===== src/rtl/lwe_pkg.sv =====
// rtl/lwe_pkg.sv - shared LWE modulus/width defaults, message scale shift and FSM state encodings
package lwe_pkg;

    localparam int LWE_PLAINTEXT_MODULUS  = 64;
    localparam int LWE_PLAINTEXT_WIDTH    = 6;
    localparam int LWE_CIPHERTEXT_MODULUS = 1024;
    localparam int LWE_CIPHERTEXT_WIDTH   = 10;
    localparam int LWE_DIMENSION          = 1;
    localparam int LWE_BIG_N              = 30;
    localparam int LWE_LANES              = 2;

    // Multiplying by q/p is a left shift because both moduli are powers of two.
    localparam int Q_OVER_P_SHIFT = LWE_CIPHERTEXT_WIDTH - LWE_PLAINTEXT_WIDTH;

    typedef logic [1:0] state_t;
    localparam logic [1:0] IDLE  = 2'd0;
    localparam logic [1:0] ACCUM = 2'd1;
    localparam logic [1:0] OUT   = 2'd2;

endpackage


===== src/rtl/masked_lane_sum.sv =====
// rtl/masked_lane_sum.sv - combinational sum of the noise-selected key elements of one beat
module masked_lane_sum #(
    parameter int LANES      = 2,
    parameter int ELEM_WIDTH = 10,
    parameter int SUM_WIDTH  = ELEM_WIDTH + $clog2(LANES + 1)
) (
    input  logic [LANES*ELEM_WIDTH-1:0] data,
    input  logic [LANES-1:0]            mask,
    output logic [SUM_WIDTH-1:0]        sum
);

    // Full-width sum so no lane contribution is lost before the caller reduces mod q.
    always_comb begin
        sum = '0;
        for (int k = 0; k < LANES; k++) begin
            if (mask[k]) begin
                sum = sum + SUM_WIDTH'(data[k*ELEM_WIDTH +: ELEM_WIDTH]);
            end
        end
    end

endmodule


===== src/rtl/encrypt_stream.sv =====
// rtl/encrypt_stream.sv - streaming LWE encrypt: accumulates selected key elements per row, emits DIMENSION+1 ciphertext elements; ENCRYPT_STREAM_ERROR_EN adds a signed error term to the b row
module encrypt_stream
    import lwe_pkg::*;
#(
    parameter int PLAINTEXT_MODULUS  = LWE_PLAINTEXT_MODULUS,
    parameter int PLAINTEXT_WIDTH    = LWE_PLAINTEXT_WIDTH,
    parameter int CIPHERTEXT_MODULUS = LWE_CIPHERTEXT_MODULUS,
    parameter int CIPHERTEXT_WIDTH   = LWE_CIPHERTEXT_WIDTH,
    parameter int DIMENSION          = LWE_DIMENSION,
    parameter int BIG_N              = LWE_BIG_N,
    parameter int LANES              = LWE_LANES
) (
    input  logic                                clk,
    input  logic                                rst,
    input  logic                                start,
    input  logic [PLAINTEXT_WIDTH-1:0]          plaintext,
    input  logic [BIG_N-1:0]                    noise_select,
`ifdef ENCRYPT_STREAM_ERROR_EN
    input  logic [3:0]                          err,
`endif
    output logic                                busy,
    input  logic                                pk_valid,
    output logic                                pk_ready,
    input  logic [LANES*CIPHERTEXT_WIDTH-1:0]   pk_data,
    output logic                                ct_valid,
    input  logic                                ct_ready,
    output logic [CIPHERTEXT_WIDTH-1:0]         ct_data,
    output logic [$clog2(DIMENSION+1)-1:0]      ct_row,
    output logic                                ct_last
);

    localparam int BEATS     = BIG_N / LANES;
    localparam int BW        = (BEATS > 1) ? $clog2(BEATS) : 1;
    localparam int RW        = $clog2(DIMENSION + 1);
    localparam int SW        = CIPHERTEXT_WIDTH + $clog2(LANES + 1);
    localparam int MSG_SHIFT = $clog2(CIPHERTEXT_MODULUS) - $clog2(PLAINTEXT_MODULUS);

    state_t                      state;
    logic [CIPHERTEXT_WIDTH-1:0] acc;
    logic [BW-1:0]               beat;
    logic [RW-1:0]               row;
    logic [PLAINTEXT_WIDTH-1:0]  pt_q;
    logic [BIG_N-1:0]            ns_q;

    logic [LANES-1:0]            lane_mask;
    logic [SW-1:0]               lane_sum;
    logic [CIPHERTEXT_WIDTH-1:0] acc_next;
    logic [CIPHERTEXT_WIDTH-1:0] msg_term;
    logic [CIPHERTEXT_WIDTH-1:0] b_value;
    logic                        last_beat;
    logic                        last_row;

    assign busy     = (state != IDLE);
    assign pk_ready = (state == ACCUM);
    assign ct_valid = (state == OUT);

    assign lane_mask = ns_q[int'(beat)*LANES +: LANES];
    assign last_beat = (beat == BW'(BEATS - 1));
    assign last_row  = (row == RW'(DIMENSION));

    masked_lane_sum #(
        .LANES      (LANES),
        .ELEM_WIDTH (CIPHERTEXT_WIDTH),
        .SUM_WIDTH  (SW)
    ) u_lane_sum (
        .data (pk_data),
        .mask (lane_mask),
        .sum  (lane_sum)
    );

    // Reduction mod q is plain truncation since q is a power of two.
    assign acc_next = CIPHERTEXT_WIDTH'(SW'(acc) + lane_sum);
    assign msg_term = CIPHERTEXT_WIDTH'(pt_q) << MSG_SHIFT;

`ifdef ENCRYPT_STREAM_ERROR_EN
    logic [3:0]                  err_q;
    logic [CIPHERTEXT_WIDTH-1:0] err_term;

    assign err_term = {{(CIPHERTEXT_WIDTH-4){err_q[3]}}, err_q};
    assign b_value  = acc_next + msg_term + err_term;

    // Error term is captured together with the plaintext so it stays fixed for the whole encryption.
    always_ff @(posedge clk or posedge rst) begin
        if (rst) begin
            err_q <= '0;
        end else if (state == IDLE && start) begin
            err_q <= err;
        end
    end
`else
    assign b_value = acc_next + msg_term;
`endif

    // Control FSM, counters, accumulator and the registered ciphertext output.
    always_ff @(posedge clk or posedge rst) begin
        if (rst) begin
            state   <= IDLE;
            acc     <= '0;
            beat    <= '0;
            row     <= '0;
            pt_q    <= '0;
            ns_q    <= '0;
            ct_data <= '0;
            ct_row  <= '0;
            ct_last <= 1'b0;
        end else begin
            case (state)
                IDLE: begin
                    if (start) begin
                        pt_q  <= plaintext;
                        ns_q  <= noise_select;
                        acc   <= '0;
                        beat  <= '0;
                        row   <= '0;
                        state <= ACCUM;
                    end
                end
                ACCUM: begin
                    if (pk_valid) begin
                        acc <= acc_next;
                        if (last_beat) begin
                            ct_data <= last_row ? b_value : acc_next;
                            ct_row  <= row;
                            ct_last <= last_row;
                            state   <= OUT;
                        end else begin
                            beat <= beat + BW'(1);
                        end
                    end
                end
                OUT: begin
                    if (ct_ready) begin
                        if (ct_last) begin
                            state <= IDLE;
                        end else begin
                            row   <= row + RW'(1);
                            acc   <= '0;
                            beat  <= '0;
                            state <= ACCUM;
                        end
                    end
                end
                default: begin
                    state <= IDLE;
                end
            endcase
        end
    end

endmodule


===== config.mk =====
export PLATFORM = sky130hd
export DESIGN_NAME = encrypt_stream
export DESIGN_NICKNAME = d
export VERILOG_FILES = /design/src/rtl/lwe_pkg.sv /design/src/rtl/masked_lane_sum.sv /design/src/rtl/encrypt_stream.sv
export SDC_FILE = /design/constraint.sdc
export NUM_CORES = 1
export LEC_CHECK = 0
export ABC_AREA = 1
export ABC_CLOCK_PERIOD_IN_PS = 6200
export CAP_MARGIN = 20
export CORE_ASPECT_RATIO = 1.2
export CORE_MARGIN = 1.5
export CORE_UTILIZATION = 42
export CTS_BUF_LIST = sky130_fd_sc_hd__clkbuf_8
export CTS_CLUSTER_SIZE = 40
export DETAILED_ROUTE_END_ITERATION = 16
export PLACE_DENSITY = 0.66
export SKIP_CTS_REPAIR_TIMING = 1
export SLEW_MARGIN = 20
export SYNTH_ARGS = -nofsm -noshare
export SYNTH_HDL_FRONTEND = slang
export SYNTH_SLANG_ARGS = --single-unit

===== constraint.sdc =====
create_clock -name clk -period 6.2 [get_ports clk]
set_input_delay 1.86 -clock clk [delete_from_list [all_inputs] [get_ports clk]]
set_output_delay 1.86 -clock clk [all_outputs]
set_load 0.03 [all_outputs]

==> impl_metrics.yaml, run 1 <==
timing:
  holdWs_ns: 0.477
  hold_violations: 0
  slew_violations: 0
  finClkSkew_ns: 0.00828
  setup_viol_count_final: 0
  relSlewSlack: 0.417
  min_period_ns: 5.75
  finalSetupTns_ns: 0
  post-route-period-util: 0.928
  clock.fmax_mhz: 174
  tightest_slew_ns: 0.872
  rsz0062_at_grt: "no"
grt:
  grt_pass1_wl_um: 16300
  grt_pass1_vias: 3629
  gr-total-overflow: 0
  grt_max_degree: 65
  antenna_found_initial: 0
  track_usage: 0.197
cts:
  cts_max_path_buffers: 2
  cts_buffers: 9
  clk_latency_ns: 0.35
  cts.clk_slew.worst_paths_ns: 0.07
  htree_levels: 3
  cts.sinks: 64
  cts_tree: "yes"
  cts_root_buf: "clkbuf_8"
worst_setup_path:
  cpMostUsedCell: "nand2_1"
  cpLargestDelayFamily: "simple AND/OR/NAND/NOR gates"
  slowest_stage: "fa_1"
  critical_path.max_stage_delay_ns: 0.42
  start_kind: "input pin"
  crit_type: "in -> reg"
  cp-end-kind: "flop"
  worstPathArrival_ns: 6.04
  cp_max_fo: 7
  path_buf_inv: 4
  cp_data_required_time_ns: 6.49
yosys:
  synth_fa_ha_area_frac: 0.0909
  synth_xor_area_frac: 0.0278
  netlist_instances: 518
  ys_types: 36
  synth_area_um2: 4100
  yosysSeqAreaShare: 0.390
  syn_nets: 607
  synth_mux_area_frac: 0.0549
  synth-simple-area-share: 0.242
  ys_ff_latch: 64
  yosysWarnings: 0
  syn_area_per_cell_um2: 7.92
  synth_compound_area_frac: 0.107
  synth_top_family_by_area: "simple AND/OR/NAND/NOR gates"
routing:
  drc: 0
  totalWireLength_um: 9380
  antenna_left: 0
  post_drt_wl_per_cell_um: 13.0
  vias_per_cell: 5.05
  dr.first_iter.drc_count: 178
  vias: 3644
  firstDrtPassIters: 6
finish:
  nFillCells: 909
  layout_common_cells: "nand2_1, clkdlybuf4s50_1, inv_1, dfrtp_1, nand3_1"
  final_common_cell: "nand2_1"
  fin_nets: 683
  diodes: 0
  drive_gt1_frac: 0.102
  synthToLayoutAreaGrowth_pct: 26.1
floorplanning:
  row_count: 39
  io_pins: 76
  initial_core_util: 0.431
  die_width_um: 93.2
  dieArea_um2: 10400
  die_y_um: 111
  core_um2: 9520
power_and_ir_drop:
  cellLeakagePower_nw: 2.59
  power_density_nw_per_um2: 665
  vdd_ir_drop_max_mv: 0.264
  switching_share: 0.486
  switchingPower_mw: 1.67
  clock_power_share: 0.117
  pwr-share-seq: 0.217
  p_int_mw: 1.77
  comb_power_share: 0.667
place:
  gp_congestion: 0.859
  io_buffers: 75
  dp_hpwl_um: 7140
worst_hold_path:
  hp-class: "reg -> reg"
outcome:
  outcome: "finished, final reports clean"
run:
  drv_cap: 0
## sequential cells by signal, summed over array words and instances, names as in the netlist
register,cells
ct_last,1
state,2
beat,4
ct_data,10
acc,10
last_row,1
ns_q,30
pt_q,6
## area by class of cell
type / count / area, um^2 / share of cell area
Multi-Input combinational cell: 368 / 2140 / 0.414
Sequential cell: 64 / 1600 / 0.310
Clock inverter: 6 / 83.8 / 0.0162
Inverter: 73 / 280 / 0.0542
Timing Repair Buffer: 78 / 773 / 0.149
Clock buffer: 10 / 138 / 0.0266
Tap cell: 123 / 154 / 0.0298
## routing by layer
metal	part of all wire	wire length, um	GRT usage	up-vias
met2	0.49	4580	0.327	87
met4	0.013	126	0.0717	0
met1	0.45	4260	0.250	1710
li1	-	-	-	1838
met5	0	0	0	-
met3	0.044	410	0.0425	9
## power groups by stage
| stage | clock [mW] | combinational [mW] | sequential [mW] |
|---|---|---|---|
| floorplan | 0 | 1.74 | 0.745 |
| global placement | 0 | 2.23 | 0.748 |
| detailed placement | 0 | 2.29 | 0.753 |
| CTS | 0.409 | 2.30 | 0.745 |
| global route | 0.427 | 2.65 | 0.768 |
| finish | 0.401 | 2.29 | 0.745 |
## kinds of logic (layout without fill, tap and decap cells)
kind of cell | Yosys count | count (layout)
simple gates | 228 | 228
flops | 64 | 64
buf+inv | 86 | 167
fa+ha+maj | 28 | 28
xor+xnor | 13 | 13
compound gates | 79 | 79
mux | 20 | 20
## stage by stage
step                area (um^2)  std cells  utilization  total power [mW]  worst slack (ns)
global route               5170        722        0.544              3.84            0.0259
CTS                        5170        722        0.544              3.46             0.458
floorplan                  4100        518            -              2.49             0.989
finish                     5170        722        0.544              3.44             0.446
detailed placement         4950        706        0.520              3.05            0.0966
global placement           4950        706        0.520              2.98             0.174
## final timing paths
path	cells after the start	slack (ns)	startpoint	end
max	29	0.45	pk_data[0]	ct_data[9]
min	2	0.48	ct_data[0]	ct_data[0]
max reg2reg	33	0.81	beat[0]	ct_data[9]
min reg2reg	2	0.48	ct_data[0]	ct_data[0]
max in group asynchronous	3	3.59	rst	pt_q[2]
min in group asynchronous	3	2.05	rst	ns_q[22]
## synth_stat cells, drive strengths merged
cell	number	area share
inv	71	0.066
clkinv	2	0.0021
nor3b	1	0.0018
nor3	3	0.0037
nand2	125	0.12
xor2	10	0.021
a21o	2	0.0037
nand3	47	0.060
xnor2	3	0.0064
or2	2	0.0031
a21oi	35	0.043
o21ai	29	0.036
nor2	44	0.041
nand4	5	0.0092
dfrtp	64	0.39
buf	9	0.015
mux2	20	0.055
ha	25	0.076
nand3b	1	0.0018
clkbuf	4	0.0037
a22o	5	0.011
a31oi	4	0.0061
o211ai	4	0.0073
fa	3	0.015
## worst min-delay path, stage by stage, from the launching register on
cell	delay, ns
dfrtp_1	0.35
nand2_1	0.06
nand2_1	0.04
Power figures use the tool's default switching activity.
==> inputs of run 2 (changes only) <==
--- a/constraint.sdc
+++ b/constraint.sdc
@@ -3,2 +3,2 @@
 set_output_delay 1.86 -clock clk [all_outputs]
-set_load 0.03 [all_outputs]
+set_load 0.005 [all_outputs]
==> results of run 2 <==
Same layout as run 1 (identical final DEF). Status: finished, final reports clean.
Among the figures that moved: total power 3.44 mW -> 3.37 mW; worst IR drop on VDD 0.264 mV -> 0.263 mV
